<file path="config.mk">
export PLATFORM = sky130hd
export DESIGN_NAME = paddle_ctrl
export DESIGN_NICKNAME = d
export VERILOG_FILES = /design/src/rtl/pong_pkg.sv /design/src/rtl/paddle_axis.sv /design/src/rtl/paddle_ctrl.sv
export SDC_FILE = /design/constraint.sdc
export NUM_CORES = 1
export LEC_CHECK = 0
export BUFFER_PORTS_ARGS = -buffer_cell sky130_fd_sc_hd__buf_2
export CORE_MARGIN = 8
export CORE_UTILIZATION = 61
export CTS_CLUSTER_SIZE = 40
export DETAILED_ROUTE_END_ITERATION = 10
export PLACE_DENSITY = 0.83
export SYNTH_ARGS = -nofsm -noshare
export SYNTH_HDL_FRONTEND = slang
export SYNTH_HIERARCHICAL = 1
export SYNTH_SLANG_ARGS = --single-unit
</file>
<file path="constraint.sdc">
create_clock -name clk1 -period 8.95 [get_ports clk1]
set_clock_uncertainty 0.05 [all_clocks]
set_input_delay 0.4475 -clock clk1 [delete_from_list [all_inputs] [get_ports clk1]]
set_output_delay 0.4475 -clock clk1 [all_outputs]
set_load 0.02 [all_outputs]
</file>
<file path="src/rtl/pong_pkg.sv">
// pong_pkg: shared screen geometry, paddle FSM/direction encodings and the
// paddle centre-x helper used by the pong datapath.
package pong_pkg;

  localparam int VGA_H = 640;  // visible width in pixels
  localparam int VGA_V = 480;  // visible height in pixels

  typedef enum logic [1:0] {IDLE, SLOW, FAST} pad_state_e;
  typedef enum logic [1:0] {DIR_NONE, DIR_UP, DIR_DN} pad_dir_e;

  // Centre x of paddle i. Even indices sit on the left, odd on the right;
  // each further pair moves lane_gap pixels toward the screen centre.
  function automatic int pad_xc(input int i, input int vga_h, input int edge_off,
                                input int pad_w, input int lane_gap);
    int off;
    off = edge_off + pad_w / 2 + (i / 2) * lane_gap;
    return (i % 2 == 0) ? off : vga_h - off;
  endfunction

endpackage

</file>
<file path="src/rtl/paddle_axis.sv">
// paddle_axis: one paddle's vertical axis.
//   clk1      system/pixel clock
//   reset     asynchronous active-low reset
//   btn_up_n  active-low up button, asynchronous to clk1 (decreases y)
//   btn_dn_n  active-low down button, asynchronous to clk1 (increases y)
//   tick      one-cycle move strobe from the shared prescaler
//   ypad      registered paddle centre y, clamped to the screen
//   fast      paddle FSM is in FAST
module paddle_axis #(
  parameter int SCREEN_V   = 480,
  parameter int PAD_H      = 80,
  parameter int STEP_SLOW  = 1,
  parameter int STEP_FAST  = 4,
  parameter int HOLD_TICKS = 16
) (
  input  logic       clk1,
  input  logic       reset,
  input  logic       btn_up_n,
  input  logic       btn_dn_n,
  input  logic       tick,
  output logic [9:0] ypad,
  output logic       fast
);
  import pong_pkg::*;

  localparam int HW = $clog2(HOLD_TICKS + 1);
  localparam logic signed [10:0] YMIN   = 11'(PAD_H / 2);
  localparam logic signed [10:0] YMAX   = 11'(SCREEN_V - PAD_H / 2);
  localparam logic signed [10:0] STEP_S = 11'(STEP_SLOW);
  localparam logic signed [10:0] STEP_F = 11'(STEP_FAST);

  logic [1:0]        up_sync, dn_sync;
  logic              up_s, dn_s;
  pad_dir_e          dir, dir_q, dir_d;
  pad_state_e        state_q, state_d;
  logic [HW-1:0]     hold_q, hold_d;
  logic signed [10:0] y_cur, y_sum, delta, slow_delta, fast_delta;
  logic [9:0]        y_d;

  assign up_s = ~up_sync[1];
  assign dn_s = ~dn_sync[1];

  // Pressing both buttons cancels out rather than favouring one side.
  always_comb begin
    dir = DIR_NONE;
    if (up_s && !dn_s)      dir = DIR_UP;
    else if (dn_s && !up_s) dir = DIR_DN;
  end

  assign slow_delta = (dir == DIR_UP) ? -STEP_S : STEP_S;
  assign fast_delta = (dir == DIR_UP) ? -STEP_F : STEP_F;
  assign y_cur      = signed'({1'b0, ypad});

  always_comb begin
    // NOTE: every combinational output gets a default first so no path
    // leaves it unassigned, which would otherwise infer a latch.
    state_d = state_q;
    hold_d  = hold_q;
    dir_d   = dir_q;
    delta   = '0;
    if (tick) begin
      case (state_q)
        IDLE: begin
          if (dir != DIR_NONE) begin
            state_d = SLOW;
            hold_d  = HW'(1);
            dir_d   = dir;
            delta   = slow_delta;
          end
        end
        default: begin
          if (dir == DIR_NONE) begin
            state_d = IDLE;
            hold_d  = '0;
            dir_d   = DIR_NONE;
          end else if (dir != dir_q) begin
            // Reversal restarts acceleration in the new direction.
            state_d = SLOW;
            hold_d  = HW'(1);
            dir_d   = dir;
            delta   = slow_delta;
          end else if (state_q == SLOW) begin
            delta  = slow_delta;
            hold_d = hold_q + 1'b1;
            if (int'(hold_q) + 1 >= HOLD_TICKS) state_d = FAST;
          end else begin
            delta = fast_delta;
          end
        end
      endcase
    end

    // Signed 11-bit sum cannot wrap, so a plain compare saturates correctly.
    y_sum = y_cur + delta;
    if (y_sum < YMIN)      y_d = 10'(YMIN);
    else if (y_sum > YMAX) y_d = 10'(YMAX);
    else                   y_d = 10'(y_sum);
  end

  // NOTE: sequential state uses non-blocking assignments so every register
  // samples pre-edge values; the synchroniser resets to "released".
  always_ff @(posedge clk1 or negedge reset) begin
    if (!reset) begin
      up_sync <= 2'b11;
      dn_sync <= 2'b11;
      state_q <= IDLE;
      hold_q  <= '0;
      dir_q   <= DIR_NONE;
      ypad    <= 10'(SCREEN_V / 2);
    end else begin
      up_sync <= {up_sync[0], btn_up_n};
      dn_sync <= {dn_sync[0], btn_dn_n};
      state_q <= state_d;
      hold_q  <= hold_d;
      dir_q   <= dir_d;
      ypad    <= y_d;
    end
  end

  assign fast = (state_q == FAST);

endmodule

</file>
<file path="src/rtl/paddle_ctrl.sv">
// paddle_ctrl: N-paddle controller for the pong datapath.
//   clk1        system/pixel clock
//   reset       asynchronous active-low reset
//   btn_up_n    active-low up buttons, one per paddle
//   btn_dn_n    active-low down buttons, one per paddle
//   x, y        current pixel coordinate
//   ypad        packed paddle centre y, paddle i in [10i+9:10i]
//   xpad        packed paddle centre x, constant per paddle
//   pad_on      pixel (x,y) lies inside paddle i
//   any_pad_on  pixel lies inside any paddle
//   fast        paddle i is moving at the fast rate
module paddle_ctrl #(
  parameter int NUM_PAD    = 2,
  parameter int VGA_H      = pong_pkg::VGA_H,
  parameter int VGA_V      = pong_pkg::VGA_V,
  parameter int PAD_W      = 12,
  parameter int PAD_H      = 80,
  parameter int EDGE_OFF   = 20,
  parameter int LANE_GAP   = 40,
  parameter int TICK_DIV   = 833333,
  parameter int STEP_SLOW  = 1,
  parameter int STEP_FAST  = 4,
  parameter int HOLD_TICKS = 16
) (
  input  logic                  clk1,
  input  logic                  reset,
  input  logic [NUM_PAD-1:0]    btn_up_n,
  input  logic [NUM_PAD-1:0]    btn_dn_n,
  input  logic [9:0]            x,
  input  logic [9:0]            y,
  output logic [10*NUM_PAD-1:0] ypad,
  output logic [10*NUM_PAD-1:0] xpad,
  output logic [NUM_PAD-1:0]    pad_on,
  output logic                  any_pad_on,
  output logic [NUM_PAD-1:0]    fast
);
  import pong_pkg::pad_xc;

  localparam int CW = $clog2(TICK_DIV);

  logic [CW-1:0] div_q;
  logic          tick;

  // Shared move-rate prescaler: all paddles step on the same edge.
  assign tick = (div_q == CW'(TICK_DIV - 1));

  always_ff @(posedge clk1 or negedge reset) begin
    if (!reset)    div_q <= '0;
    else if (tick) div_q <= '0;
    else           div_q <= div_q + 1'b1;
  end

  for (genvar gi = 0; gi < NUM_PAD; gi++) begin : g_pad
    localparam int XC = pad_xc(gi, VGA_H, EDGE_OFF, PAD_W, LANE_GAP);

    logic [9:0] yc;

    assign xpad[10*gi +: 10] = 10'(XC);
    assign ypad[10*gi +: 10] = yc;

    paddle_axis #(
      .SCREEN_V   (VGA_V),
      .PAD_H      (PAD_H),
      .STEP_SLOW  (STEP_SLOW),
      .STEP_FAST  (STEP_FAST),
      .HOLD_TICKS (HOLD_TICKS)
    ) u_axis (
      .clk1     (clk1),
      .reset    (reset),
      .btn_up_n (btn_up_n[gi]),
      .btn_dn_n (btn_dn_n[gi]),
      .tick     (tick),
      .ypad     (yc),
      .fast     (fast[gi])
    );

    // Half-extents are added to the pixel side instead of subtracted from
    // the centre so the lower bound never underflows.
    assign pad_on[gi] = ({2'b00, x} + 12'(PAD_W / 2) >= 12'(XC)) &&
                        ({2'b00, x} <= 12'(XC + PAD_W / 2)) &&
                        ({2'b00, y} + 12'(PAD_H / 2) >= {2'b00, yc}) &&
                        ({2'b00, y} <= {2'b00, yc} + 12'(PAD_H / 2));
  end

  assign any_pad_on = |pad_on;

endmodule
</file>
==> results.json, run 1 <==
{
  "p_per_area_nw_per_um2": 94.4,
  "clk_latency_ps": 350,
  "die-area_um2": 13600,
  "postCtsSetupBuffers": 0,
  "final_cell_mix": "ha_1 (69), nor2_1 (52), dfrtp_1 (50), buf_2 (50), inv_1 (46)",
  "cts_made_buffers": 9,
  "fmax_mhz": 216,
  "post-dp-hpwl_um": 11100,
  "cp.arrival_ps": 4790,
  "grt_pass1_vias": 5257,
  "syn_inst": 700,
  "ys_warn_count": 6,
  "htree_levels": 3,
  "cts-root-buf": "clkbuf_8",
  "post_drt_wl_per_cell_um": 16.1,
  "cts_hold_buf": 0,
  "gp_congestion": 0.950,
  "rows": 36,
  "cts_tree": "built",
  "finalSetupTns_ps": 0,
  "fin_crit_ps": 4620,
  "port_buffers": 50,
  "vias": 5330,
  "cts.repair.resized": 0,
  "ys_types": 76,
  "drv_cap": 0,
  "die_h_um": 117,
  "setup-violations-final": 0,
  "area_delta_synth_final_pct": 7.01,
  "crit_path_max_incr_delay_ps": 630,
  "grt_overflow_total": 0,
  "slew_headroom": 0.291,
  "ys_seq_area_frac": 0.271,
  "start_util": 0.629,
  "viasPerCell": 6.05,
  "drt-pass1-iter-count": 5,
  "n_antenna_cell": 0,
  "critPathRequiredTime_ps": 9120,
  "fp.dieW_um": 117,
  "worst_pin_slew_ps": 1050,
  "ff2ff_setup_slack_ps": 4330,
  "drt-total-wl_um": 14200,
  "cpLargestDelayFamily": "simple AND/OR/NAND/NOR gates",
  "synth_top_area_share": 0.203,
  "drtIter0Drc": 450,
  "synth_area_um2": 6170,
  "r2r-end": "g_pad[1].u_axis/ypad[3]",
  "avgSynthCellArea_um2": 8.82,
  "pin_count": 71,
  "synth.area.top_cells": "dfrtp_1 (20%), ha_1 (14%), dfstp_2 (6.8%)",
  "cp_cell_sequence": "nor4b_1, nand3b_1, nor4_2, buf_4, nand2_1, inv_1, nand3_1, inv_1, ha_1, a211oi_4, o21ai_1, a211oi_2, xor2_1, nand2_1, or3_1",
  "min_to": "g_pad[0].u_axis/dn_sync[0]",
  "antenna_found_initial": 0,
  "synth_seq_cells": 66,
  "grt_use_total": 0.215,
  "hp-start": "btn_dn_n[0]",
  "layout_worst_path_cycle_share": 0.516,
  "leakage_nw": 3.17,
  "maxSlewViolCount": 0,
  "reg2regPathDepth": 15,
  "clockBufferDepth": 2,
  "clk_pin_slew_ps": 70,
  "min_path_cells": 1,
  "reg2reg_from": "div_q[6]",
  "cp_num_buf_inv": 3,
  "grt_max_degree": 67,
  "cp_slowest_cell": "nor4_2",
  "status": "finished, final reports clean",
  "coreArea_um2": 9820,
  "worstSetupPathType": "reg2reg",
  "final_hold_viol_count": 0,
  "nets": 840,
  "drive_above_1_share": 0.156,
  "synth-main-ff-cell": "dfrtp_1",
  "irDropWorstVdd_mv": 0.102,
  "yosysTopAreaCell": "dfrtp_1",
  "async_flop_share": 1.00,
  "critPathLaunchType": "flop",
  "antenna_left": 0,
  "hold_class": "in2reg",
  "drc": 0,
  "clock-sinks": 66,
  "synth_edf_count": 0,
  "final_common_cell": "ha_1",
  "fin_total_pwr_uw": 624,
  "path_max_fanout": 13,
  "grt_pass1_wl_um": 23900,
  "rsz0062_at_grt": "false",
  "end_kind": "flop"
}
[worst max-delay path by stage]
stage	start	endpoint	slack [ps]	cells past startpoint
6_report	div_q[6]	g_pad[1].u_axis/ypad[3]	4330	15
5_1_grt	div_q[6]	g_pad[0].u_axis/ypad[3]	3920	14
4_1_cts	div_q[6]	g_pad[1].u_axis/ypad[3]	4390	15
3_5_place_dp	div_q[6]	g_pad[1].u_axis/ypad[3]	4410	15
3_3_place_gp	div_q[6]	g_pad[1].u_axis/ypad[3]	4500	15
2_1_floorplan	div_q[6]	g_pad[0].u_axis/ypad[3]	5150	15
[power by group]
part           internal, mW  switching (mW)  total [mW]  leakage, nW
Clock                 0.128           0.114       0.242       0.0893
Sequential            0.302         0.00154       0.304        0.827
Combinational        0.0274          0.0506      0.0781         2.26
[cell type report]
type	count	area [um^2]
clock buffers	11	131
flip-flops and latches	66	1670
fillers	800	3210
repair buffers	52	265
inverters	46	173
multi-input cells	568	4150
well taps	133	166
clock inverters	5	55.1
[stage by stage]
step	hold slack (ps)	area [um^2]	cells	utilization	worst slack, ps
after floorplan	102	6240	718	-	5150
after global placement	296	6420	865	0.654	4500
after detailed placement	297	6420	865	0.654	4410
after CTS	137	6610	881	0.673	4390
after global routing	128	6610	881	0.673	3920
final	145	6610	881	0.673	4330
[logic make-up after synthesis]
| kind of cell | synth area share |
|---|---|
| and+or+nand+nor | 0.203 |
| muxes | 0.0170 |
| DFF | 0.271 |
| adders and majority gates | 0.146 |
| AOI/OAI and AO/OA | 0.222 |
| xor gates and xnor gates | 0.0695 |
| other | 0.00243 |
| buffers and inverters | 0.0689 |
[sequential cells by signal, indices dropped and copies added, names as in the netlist]
signal and cells:
g_pad.u_axis/dn_sync 4, g_pad.u_axis/dir_q 4, div_q 20, g_pad.u_axis/up_sync 4
g_pad.u_axis/state_q 4, g_pad.u_axis/hold_q 10, g_pad.u_axis/ypad 20
[per-layer routing]
| metal | track usage | share of wire | vias up |
|---|---|---|---|
| met2 | 0.371 | 0.48 | 175 |
| met1 | 0.266 | 0.44 | 2522 |
| met5 | 0 | 0 | - |
| met3 | 0.0393 | 0.059 | 32 |
| li1 | - | - | 2601 |
| met4 | 0.0666 | 0.022 | 0 |
[Yosys cell counts (all sizes together) (18+ instances only)]
master	n
xor2	18
nor2	52
a21oi	25
xnor2	31
buf	31
nor3	23
a21o	19
o21ai	48
dfrtp	50
nand2	36
ha	69
inv	46
nand3	38
Power figures use the tool's default switching activity.
==> run 2: changes to the inputs <==
--- a/config.mk
+++ b/config.mk
@@ -5,6 +5,7 @@
 export SDC_FILE = /design/constraint.sdc
 export NUM_CORES = 1
 export LEC_CHECK = 0
+export ABC_AREA = 1
 export BUFFER_PORTS_ARGS = -buffer_cell sky130_fd_sc_hd__buf_2
 export CORE_MARGIN = 8
 export CORE_UTILIZATION = 61
==> constraint.sdc (replaced) <==
create_clock -name clk1 -period 4.32 [get_ports clk1]
set_clock_uncertainty 0.05 [all_clocks]
set_input_delay 0.216 -clock clk1 [delete_from_list [all_inputs] [get_ports clk1]]
set_output_delay 0.216 -clock clk1 [all_outputs]
set_load 0.02 [all_outputs]
==> results.json, run 2 <==
{
  "postCtsSetupBuffers": 0,
  "final_hold_viol_count": 0,
  "place_ws_ps": 850,
  "n_antenna_cell": 0,
  "r2r-end": "g_pad[1].u_axis/ypad[1]",
  "drt-pass1-iter-count": 6,
  "slew_headroom": 0.479,
  "critPathRequiredTime_ps": 4500,
  "synth_most_common_cell": "nand2_1",
  "worstSetupPathType": "reg2reg",
  "htree_levels": 3,
  "end_kind": "flop",
  "reg_top3": "div_q (20), g_pad.u_axis/ypad (20), g_pad.u_axis/hold_q (10)",
  "drv_cap": 0,
  "coreArea_um2": 10200,
  "ys_seq_area_frac": 0.262,
  "async_flop_share": 1.00,
  "leakage_nw": 4.10,
  "dpl_cell_area_um2": 6730,
  "cts-root-buf": "clkbuf_8",
  "antenna_left": 0,
  "final_cell_mix": "nand2_1 (262), inv_1 (171), nor2_1 (91)",
  "cts_made_buffers": 9,
  "grt_overflow_total": 0,
  "synth_top_area_share": 0.196,
  "irDropWorstVdd_mv": 0.162,
  "post-dp-hpwl_um": 11500,
  "synth_seq_cells": 66,
  "area_delta_synth_final_pct": 9.37,
  "fmax_mhz": 283,
  "port_buffers": 50,
  "grt_use_total": 0.204,
  "hp-start": "g_pad[1].u_axis/dn_sync[0]",
  "avgSynthCellArea_um2": 6.71,
  "die_h_um": 118,
  "synth_area_um2": 6380,
  "clk_pin_slew_ps": 80,
  "final_area_um2": 6980,
  "path_max_fanout": 13,
  "drtIter0Drc": 336,
  "reg2reg_from": "div_q[0]",
  "pin_count": 71,
  "synth.area.top_cells": "dfrtp_1 (20%), nand2_1 (15%), ha_1 (14%)",
  "hold_class": "reg2reg",
  "clockBufferDepth": 2,
  "maxSlewViolCount": 0,
  "ys_top_cells_by_count": "nand2_1 (262), inv_1 (171), nor2_1 (91), ha_1 (69), nand3_1 (64)",
  "fp.dieW_um": 118,
  "grt_pass1_wl_um": 24500,
  "min_path_cells": 0,
  "layout_worst_path_cycle_share": 0.819,
  "worst_pin_slew_ps": 781,
  "ff2ff_setup_slack_ps": 780,
  "fin_total_pwr_mw": 1.33,
  "clock-sinks": 66,
  "rows": 37,
  "drc": 0,
  "drive_above_1_share": 0.122,
  "syn_inst": 951,
  "fin_crit_ps": 3540,
  "start_util": 0.624,
  "final_common_cell": "nand2_1",
  "nets": 1113,
  "cts_tree": "built",
  "setup_slack_ps": 783,
  "post_drt_wl_per_cell_um": 12.2,
  "clk_latency_ps": 350,
  "rsz0062_at_grt": "false",
  "gp_congestion": 0.948,
  "synth_edf_count": 0,
  "min_to": "g_pad[1].u_axis/dn_sync[1]",
  "ys_warn_count": 6,
  "die-area_um2": 14000,
  "synth-main-ff-cell": "dfrtp_1",
  "vias": 5928,
  "drt-total-wl_um": 14100,
  "grt_max_degree": 35,
  "status": "finished, final reports clean",
  "ys_types": 40,
  "fin_hold_ws_ps": 308,
  "reg2regPathDepth": 23,
  "cp.arrival_ps": 3710,
  "critPathLaunchType": "flop",
  "p_per_area_nw_per_um2": 190,
  "antenna_found_initial": 0,
  "startpoint": "div_q[0]",
  "setup-violations-final": 0,
  "yosysTopAreaCell": "dfrtp_1",
  "grt_pass1_vias": 5549,
  "finalSetupTns_ps": 0,
  "viasPerCell": 5.12
}
run 2: changes by cell type after synthesis, sizes merged, moves of 22 or more:
| cell | before | now |
|---|---|---|
| o21ai | 48 | 26 |
| xnor2 | 31 | 7 |
| nor2 | 52 | 93 |
| nand2 | 36 | 275 |
| inv | 46 | 178 |
| nand3 | 38 | 71 |
run 2: kinds of logic after synthesis:
family	share of synthesized area
adders and majority gates	0.141
AOI/OAI and AO/OA	0.0776
DFF	0.262
and+or+nand+nor	0.344
buffers and inverters	0.128
xor gates and xnor gates	0.0449
other	0.00235
run 2: metrics by stage:
step | instances | utilization
2_1_floorplan | 969 | -
3_3_place_gp | 1136 | 0.658
3_5_place_dp | 1136 | 0.658
4_1_cts | 1157 | 0.683
5_1_grt | 1157 | 0.683
6_report | 1157 | 0.683
run 2: timing repair:
action	CTS	global route
hold endpoints to repair	28	0
gates resized for setup	0	0
hold buffers	5	0
run 2: power by group:
group / internal (mW) / switching, mW / total [mW]
Sequential: 0.626 / 0.00310 / 0.629
Combinational: 0.0565 / 0.114 / 0.171
Clock: 0.283 / 0.247 / 0.530
run 2: critical path, stage by stage, from the launching register on:
cell      delay, ps
dfrtp_1         410
inv_2            80
ha_1            160
nand4_1          90
nor2_1          190
nand3b_4        120
inv_2           180
o21ai_0         190
nor2_1          140
ha_1            190
inv_1            70
fa_1            390
inv_1            90
nand2_1          70
nand2_1         110
nand3_1         120
nand3_1         100
nand2_1          70
nor2_1          120
nand2_1          70
nand2_1          70
nand3_2         140
nand2_2         150
nor2_1           50
run 2: layout make-up:
cell class	instances	area, um^2
Timing Repair Buffer	56	308
Inverter	178	668
Clock buffer	10	138
Sequential cell	66	1670
Clock inverter	6	65.1
Multi-Input combinational cell	705	3960
Fill cell	933	3250
Tap cell	136	170
run 2: layer usage:
metal	wire [um]	up-vias	global-route usage
met5	0	-	0
li1	-	3105	-
met3	824	18	0.0376
met1	6430	2648	0.256
met2	6700	157	0.350
met4	161	0	0.0608
run 2: worst max-delay path by stage:
stage	to	slack (ps)	cells after the start
CTS	g_pad[1].u_axis/ypad[1]	780	23
global route	g_pad[1].u_axis/ypad[2]	370	23
finish	g_pad[1].u_axis/ypad[1]	780	23
detailed placement	g_pad[1].u_axis/ypad[2]	850	23
floorplan	g_pad[0].u_axis/ypad[1]	1220	23
global placement	g_pad[1].u_axis/ypad[0]	970	23
==> run 3: changes to the inputs <==
--- a/config.mk
+++ b/config.mk
@@ -5,13 +5,13 @@
 export SDC_FILE = /design/constraint.sdc
 export NUM_CORES = 1
 export LEC_CHECK = 0
-export ABC_AREA = 1
+export ABC_AREA = 0
 export BUFFER_PORTS_ARGS = -buffer_cell sky130_fd_sc_hd__buf_2
 export CORE_MARGIN = 8
-export CORE_UTILIZATION = 61
+export CORE_UTILIZATION = 54
 export CTS_CLUSTER_SIZE = 40
 export DETAILED_ROUTE_END_ITERATION = 10
-export PLACE_DENSITY = 0.83
+export PLACE_DENSITY = 0.78
 export SYNTH_ARGS = -nofsm -noshare
 export SYNTH_HDL_FRONTEND = slang
 export SYNTH_HIERARCHICAL = 1
==> constraint.sdc (replaced) <==
create_clock -name clk1 -period 2.9 [get_ports clk1]
set_clock_uncertainty 0.05 [all_clocks]
set_input_delay 0.145 -clock clk1 [delete_from_list [all_inputs] [get_ports clk1]]
set_output_delay 0.145 -clock clk1 [all_outputs]
set_load 0.02 [all_outputs]
==> results.json, run 3 (synthesized netlist as in run 1, its figures left out) <==
{
  "placed_cells": 1011,
  "status": "finished with violations",
  "worst_pin_slew_ps": 832,
  "rsz0062_at_grt": "true",
  "cts_made_buffers": 9,
  "drive_above_1_share": 0.380,
  "finalSetupTns_ps": -11480,
  "hold_class": "reg2reg",
  "setup_slack_ps": -729,
  "final_hold_viol_count": 0,
  "die-area_um2": 15100,
  "fin_hold_ws_ps": 304,
  "path_max_fanout": 4,
  "critPathRequiredTime_ps": 3060,
  "die_h_um": 123,
  "reg_top3": "div_q (20), g_pad.u_axis/ypad (20), g_pad.u_axis/hold_q (10)",
  "clk_latency_ps": 330,
  "clock-sinks": 66,
  "start_util": 0.548,
  "final_cells": 1051,
  "fin_total_pwr_mw": 2.28,
  "fp.dieW_um": 123,
  "htree_levels": 3,
  "antenna_found_initial": 0,
  "clk_pin_slew_ps": 60,
  "pin_count": 71,
  "p_per_area_nw_per_um2": 269,
  "vias": 6368,
  "drt-total-wl_um": 19600,
  "reg2regPathDepth": 15,
  "fmax_mhz": 276,
  "drtIter0Drc": 578,
  "grt_pass1_wl_um": 29500,
  "min_path_cells": 0,
  "maxSlewViolCount": 0,
  "drc": 0,
  "post-route-util": 0.754,
  "slew_headroom": 0.445,
  "post_drt_wl_per_cell_um": 18.6,
  "grt_overflow_total": 0,
  "n_fill_cell": 691,
  "clockBufferDepth": 2,
  "fin_crit_ps": 3630,
  "setup-violations-final": 22,
  "post-dp-hpwl_um": 13000,
  "drt-pass1-iter-count": 5,
  "antenna_left": 0,
  "viasPerCell": 6.06,
  "violations": "negative setup slack",
  "end_kind": "flop",
  "cp.arrival_ps": 3780,
  "layout_worst_path_cycle_share": 1.25,
  "drv_cap": 0,
  "port_buffers": 50,
  "critPathLaunchType": "flop",
  "rows": 39,
  "cts_tree": "built",
  "final_cell_mix": "buf_4 (151), ha_1 (56), nor2_1 (51)",
  "grt_max_degree": 67,
  "coreArea_um2": 11300,
  "worstSetupPathType": "reg2reg",
  "irDropWorstVdd_mv": 0.259,
  "gp_congestion": 0.972,
  "n_antenna_cell": 0,
  "cts-root-buf": "clkbuf_16",
  "nets": 1000,
  "leakage_nw": 4.09,
  "final_common_cell": "buf_4",
  "area_delta_synth_final_pct": 37.6,
  "grt_pass1_vias": 6472,
  "grt_use_total": 0.239
}
run 3: cell types whose count changed in the layout (fill, tap and decap cells not counted), moves of 12 or more:
| cell | delta |
|---|---|
| buf_4 | +150 |
| o21ai_0 | +15 |
| xnor2_1 | +22 |
| nor2_1 | -40 |
| inv_1 | -129 |
| nand3_1 | -32 |
| nand2_1 | -230 |
| nor2b_1 | +13 |
| nand4_1 | -12 |
| ha_1 | -13 |
| a21oi_1 | -21 |
| a21o_1 | +18 |
run 3: through the flow:
stage	instance area, um^2	setup WS [ps]
after floorplan	6440	-707
after global placement	7670	-640
after detailed placement	7670	-774
after CTS	8350	-598
after global routing	8490	-882
final	8490	-729
run 3: path summary, 6_finish.rpt:
| kind | from | to | slack, ps |
|---|---|---|---|
| worst max register to register | div_q[11] | g_pad[0].u_axis/ypad[3] | -730 |
| worst min register to register | g_pad[0].u_axis/dn_sync[0] | g_pad[0].u_axis/dn_sync[1] | 300 |
| worst min-delay path | g_pad[0].u_axis/dn_sync[0] | g_pad[0].u_axis/dn_sync[1] | 300 |
| worst max-delay path | div_q[11] | g_pad[0].u_axis/ypad[3] | -730 |
| min in group asynchronous | reset | g_pad[0].u_axis/hold_q[3] | 470 |
| max in group asynchronous | reset | g_pad[1].u_axis/ypad[9] | 1770 |
run 3: cell type report:
cell class	count	area (um^2)	share of cell area
clock buffer	12	267	0.0314
clock inverter	4	25.0	0.00295
inverter	46	178	0.0209
multi-input combinational	568	4640	0.546
sequential	66	1670	0.197
tap	143	179	0.0211
timing repair buffer	212	1540	0.181
run 3: what timing repair did:
item / in CTS / in global routing
hold buffers: 5 / 0
gates resized for setup: 47 / 17
buffers inserted: 13 / 7
pin swaps: 40 / 17
endpoints found under the hold margin: 54 / 0
endpoints found under the setup margin: 23 / 27
run 3: critical path, stage by stage (launching register included):
cell       delay (ps)
dfrtp_1           410
nor4b_2           280
nand3b_1          180
nor4_4            260
buf_4             200
nor3b_4           200
ha_2              220
inv_2              40
fa_2              370
buf_4             170
xnor2_2           140
nor3b_1           220
nor4_1             80
a32oi_1           260
o2bb2ai_2         100
or3_1             320
run 3: metal layers:
layer,vias up,part of all wire,track usage
met5,-,0,0
met4,0,0.038,0.120
met3,75,0.065,0.0384
met2,271,0.51,0.428
met1,3108,0.39,0.270
li1,2914,-,-
run 3: where the power goes:
group          leakage [nW]  switching, mW  internal (mW)  total (mW)
Clock                 0.141          0.402          0.645        1.05
Combinational          3.12          0.184          0.113       0.297
Sequential            0.827        0.00399          0.934       0.938
